--- config.mk ---
export PLATFORM = sky130hd
export DESIGN_NAME = lb_uart_receiver
export DESIGN_NICKNAME = d
export VERILOG_FILES = /design/src/rtl/lb_uart_receiver.sv
export SDC_FILE = /design/constraint.sdc
export NUM_CORES = 1
export LEC_CHECK = 0
export BUFFER_PORTS_ARGS = -buffer_cell sky130_fd_sc_hd__clkbuf_2
export CAP_MARGIN = 10
export CORE_AREA = 2 2 54 56
export DETAILED_ROUTE_END_ITERATION = 10
export DIE_AREA = 0 0 56 58
export GPL_ROUTABILITY_DRIVEN = 0
export HOLD_SLACK_MARGIN = 0.15
export PLACE_DENSITY = 0.88
export SLEW_MARGIN = 20
export SYNTH_ARGS = -nofsm -noshare
export SYNTH_HDL_FRONTEND = slang
export SYNTH_SLANG_ARGS = --single-unit
--- constraint.sdc ---
create_clock -name clk -period 4.6 [get_ports clk]
set_input_delay 0.92 -clock clk [delete_from_list [all_inputs] [get_ports clk]]
set_output_delay 0.92 -clock clk [all_outputs]
set_load 0.02 [all_outputs]
--- src/rtl/lb_uart_receiver.sv ---
// UART receiver for the 11-bit frame: start, 8 data bits LSB first, parity, stop.
// Oversamples with a 16x baud tick and delivers each byte with a one-clk valid strobe.
module lb_uart_receiver #(
  parameter int OVERSAMPLE = 16,
  parameter bit PARITY_ODD = 1'b0
) (
  input  logic       clk,
  input  logic       reset,
  input  logic       baud_tick16,
  input  logic       rx_in,
  output logic [7:0] data_out,
  output logic       data_valid,
  output logic       parity_err,
  output logic       frame_err,
  output logic       busy
);

  localparam logic [3:0] MID_TICK  = 4'(OVERSAMPLE / 2 - 1);
  localparam logic [3:0] LAST_TICK = 4'(OVERSAMPLE - 1);

  typedef enum logic [2:0] {
    IDLE,
    START,
    DATA,
    PARITY,
    STOP
  } state_t;

  state_t     state;
  state_t     state_next;
  logic       rx_meta;
  logic       rxs;
  logic [3:0] tick_cnt;
  logic [3:0] tick_inc;
  logic [2:0] bit_cnt;
  logic [7:0] shift_reg;
  logic       armed;
  logic       parity_mismatch;
  logic       start_det;
  logic       mid_pt;
  logic       sample_pt;

  always_ff @(posedge clk or negedge reset) begin
    if (!reset) begin
      rx_meta <= 1'b1;
      rxs     <= 1'b1;
    end else begin
      rx_meta <= rx_in;
      rxs     <= rx_meta;
    end
  end

  assign tick_inc  = (tick_cnt == LAST_TICK) ? 4'd0 : tick_cnt + 4'd1;
  assign start_det = baud_tick16 && armed && !rxs;
  assign mid_pt    = baud_tick16 && (tick_cnt == MID_TICK);
  assign sample_pt = baud_tick16 && (tick_cnt == LAST_TICK);

  always_ff @(posedge clk or negedge reset) begin
    if (!reset) begin
      state <= IDLE;
    end else begin
      state <= state_next;
    end
  end

  // A failed start check (line back high at mid start bit) is treated as a glitch.
  always_comb begin
    state_next = state;
    case (state)
      IDLE:    if (start_det) state_next = START;
      START:   if (mid_pt) state_next = rxs ? IDLE : DATA;
      DATA:    if (sample_pt && (bit_cnt == 3'd7)) state_next = PARITY;
      PARITY:  if (sample_pt) state_next = STOP;
      STOP:    if (sample_pt) state_next = IDLE;
      default: state_next = IDLE;
    endcase
  end

  always_comb begin
    busy = (state != IDLE);
  end

  // armed only sets on a high line, so a break delivers a single frame.
  always_ff @(posedge clk or negedge reset) begin
    if (!reset) begin
      tick_cnt        <= 4'd0;
      bit_cnt         <= 3'd0;
      shift_reg       <= 8'h00;
      armed           <= 1'b1;
      parity_mismatch <= 1'b0;
      data_out        <= 8'h00;
      data_valid      <= 1'b0;
      parity_err      <= 1'b0;
      frame_err       <= 1'b0;
    end else begin
      data_valid <= 1'b0;
      case (state)
        IDLE: begin
          if (rxs) armed <= 1'b1;
          if (start_det) begin
            armed    <= 1'b0;
            tick_cnt <= 4'd0;
            bit_cnt  <= 3'd0;
          end
        end
        START: begin
          if (mid_pt) begin
            tick_cnt <= 4'd0;
          end else if (baud_tick16) begin
            tick_cnt <= tick_inc;
          end
        end
        DATA: begin
          if (baud_tick16) tick_cnt <= tick_inc;
          if (sample_pt) begin
            shift_reg <= {rxs, shift_reg[7:1]};
            bit_cnt   <= bit_cnt + 3'd1;
          end
        end
        PARITY: begin
          if (baud_tick16) tick_cnt <= tick_inc;
          if (sample_pt) parity_mismatch <= (rxs != (^shift_reg ^ PARITY_ODD));
        end
        STOP: begin
          if (baud_tick16) tick_cnt <= tick_inc;
          if (sample_pt) begin
            data_out   <= shift_reg;
            parity_err <= parity_mismatch;
            frame_err  <= ~rxs;
            data_valid <= 1'b1;
          end
        end
        default: begin
          tick_cnt <= 4'd0;
        end
      endcase
    end
  end

endmodule

==> impl_metrics.toml <==
[outcome]
status = "complete, no violations"

[routing]
drcViolationCount = 0
drt_wl_total_um = 2558
ant_nets = 0
detail_route.iter0.violations = 22
vias = 1004
avgRoutedWirePerCell_um = 14.96
routed_via_density = 5.871
dr.pass1.iters = 4

[critical_path]
crit_required_ps = 3680
crit_family = "flip-flops"
startpoint_type = "register"
slowest_stage = "dfrtp_1"
path_cells = "nor3_2 > clkinv_1 > clkbuf_2"
worstSetupEndpointType = "output pin"
worstRegToRegCells = 4
critical_path_arrival_ps = 1490
crit_cells = 3
worst-path-buf-inv = 2
max_stage_delay_ps = 510
path_class = "reg -> out"
crit_fanout = 11

[floorplanning]
die_area_um2 = 3248
io_pins = 16
fp-row-count = 19
dieWidth_um = 56
core_area_um2 = 2663
initial_core_util = 0.5982
die_h_um = 58

[sta]
period_minus_slack_ps = 2414
post-route-worst-setup-slack_ps = 2186
maxSlewHeadroom = 0.4829
setup_tns_ps = 0
hold_violations = 0
setup_viol = 0
worst-slew-pin-transition_ps = 775.6
clock.fmax_mhz = 414.3
rsz0062_at_grt = "false"
finalCritPeriodShare = 0.5247
slew_viol_final = 0
finClkSkew_ps = 7.556

[pwr]
p_per_area_nw_per_um2 = 394.2
combPwrFrac = 0.248
seq_power_share = 0.529
switching_share = 0.3294
clkPwrFrac = 0.223
p_sw_mw = 0.2240
p_leak_nw = 0.9009
ir_drop_mv = 0.3129
p_int_mw = 0.4560

[cts]
path_clk_slew_ps = 100
holdBufCountCts = 0
cts_tree = "built"
cts_root_buf = "clkbuf_4"
postCtsSetupRepairBufs = 0
clk_latency_ps = 330
clock_path_buffers = 2
htreeDepth = 2
cts-buffers-inserted = 5
clock_sinks = 33
cts_resized = 0

[global_route]
first_global_vias = 1028
grt_pass1_wl_um = 4560
grt.overflow.total = 0
grt_usage = 0.1842
grt_max_degree = 34
grt_antenna_before_repair = 0

[synthesis]
syn_nets = 129
yosysTopAreaCellShare = 0.4713
dominantRegCellSynth = "dfrtp_1"
synth-warning-count = 0
async_flop_share = 1.000
synth_cell_types = 39
syn_area_um2 = 1593
yosysSeqAreaShare = 0.5208
syn_avg_cell_area_um2 = 13.16
yosysTopAreaCell = "dfrtp_1"
synth-seq-cells = 33
synthCells = 121
synth_area_leaders = "dfrtp_1 47%, mux2_4 7.5%, mux2_2 5.7%, dfstp_2 4.9%, ha_1 3.1%"
synth_edf_count = 0

[cells_and_area]
antenna_cells = 0
drive_above_1_share = 0.3286
fillers = 206
nNetsFinal = 147
area_growth_pct = 8.326

[min_path]
hp-class = "reg -> reg"
hold_depth = 0

[placed_design]
place_ws_ps = 2248
io_buffers = 15
hpwl_um = 1855

[job]
maxCapViolations = 0
[cells in the final DEF (no fill, tap or decap), types with 2 or more instances in the layout]
cell       n
a22o_1     5
clkinv_2   2
clkbuf_4   5
nand2_1    6
ha_1       4
nor3_1     3
mux2_1     4
nand3_1    2
clkbuf_2  15
a21oi_1    3
mux2_4     8
xor2_1     2
dfstp_2    3
o22a_1     2
mux2_2     8
nor2_1     5
dfrtp_1   30
xnor2_1    5
o21ai_0    6
[worst paths after layout]
kind	slack (ps)	end	startpoint
setup reg to reg	2670	shift_reg[2]	tick_cnt[0]
setup / recovery	2190	busy	state[1]
max in group asynchronous	3450	state[1]	reset
hold / removal	360	rxs	rx_meta
min in group asynchronous	650	data_out[5]	reset
hold reg to reg	360	rxs	rx_meta
[worst reg2reg max path, cell delays in order (launching register included)]
cell,delay (ps)
dfrtp_1,440
ha_1,220
nand4_1,230
or3_1,570
mux2_1,360
[cells by family (layout without fill, tap and decap cells)]
family | after synthesis | in the layout | share of synthesized area
adders and majority gates | 4 | 4 | 0.03142
xor gates and xnor gates | 8 | 8 | 0.05263
muxes | 21 | 21 | 0.1665
and+or+nand+nor | 30 | 30 | 0.1202
DFF | 33 | 33 | 0.5208
AOI/OAI and AO/OA | 19 | 19 | 0.08327
buffers and inverters | 6 | 25 | 0.02513
[routing by layer]
metal	track usage	up-vias	wire length [um]
met1	0.2092	499	1067
li1	-	477	-
met2	0.3345	23	1342
met3	0.04018	5	106
met4	0.08163	0	42
met5	0	-	0
[layout make-up]
type	count	area (um2)	area share
clock inverter	2	10.01	0.005801
sequential	33	829.5	0.4808
clock buffer	6	41.29	0.02393
timing repair buffer	15	75.07	0.04351
inverter	2	7.507	0.004351
tap	31	38.79	0.02248
multi-input combinational	82	723.2	0.4191
[through the flow]
stage                     power (mW)  hold WS (ps)  cell area [um2]  cells    util
final                         0.6801         359.8             1725    171  0.6480
after global routing          0.7268         361.6             1725    171  0.6480
after CTS                     0.6871         365.0             1725    171  0.6480
after detailed placement      0.5338         348.2             1674    163  0.6288
after global placement        0.5249         347.8             1674    163  0.6288
after floorplan               0.4993         345.2             1593    121       -
[power groups by stage]
stage	Clock (mW)	Combinational (mW)	Sequential, mW
detailed placement	0	0.168	0.365
global route	0.170	0.191	0.366
global placement	0	0.161	0.364
CTS	0.158	0.170	0.360
floorplan	0	0.153	0.346
finish	0.151	0.169	0.360
[synth_stat cells (4+ instances only)]
master and count:
mux2_1 4, nor2_1 5, nand2_1 6, mux2_4 8, dfrtp_1 30, ha_1 4
mux2_2 8, xnor2_1 5, o21ai_0 6, a22o_1 5
Note: power is estimated with default switching activity, not from simulation.
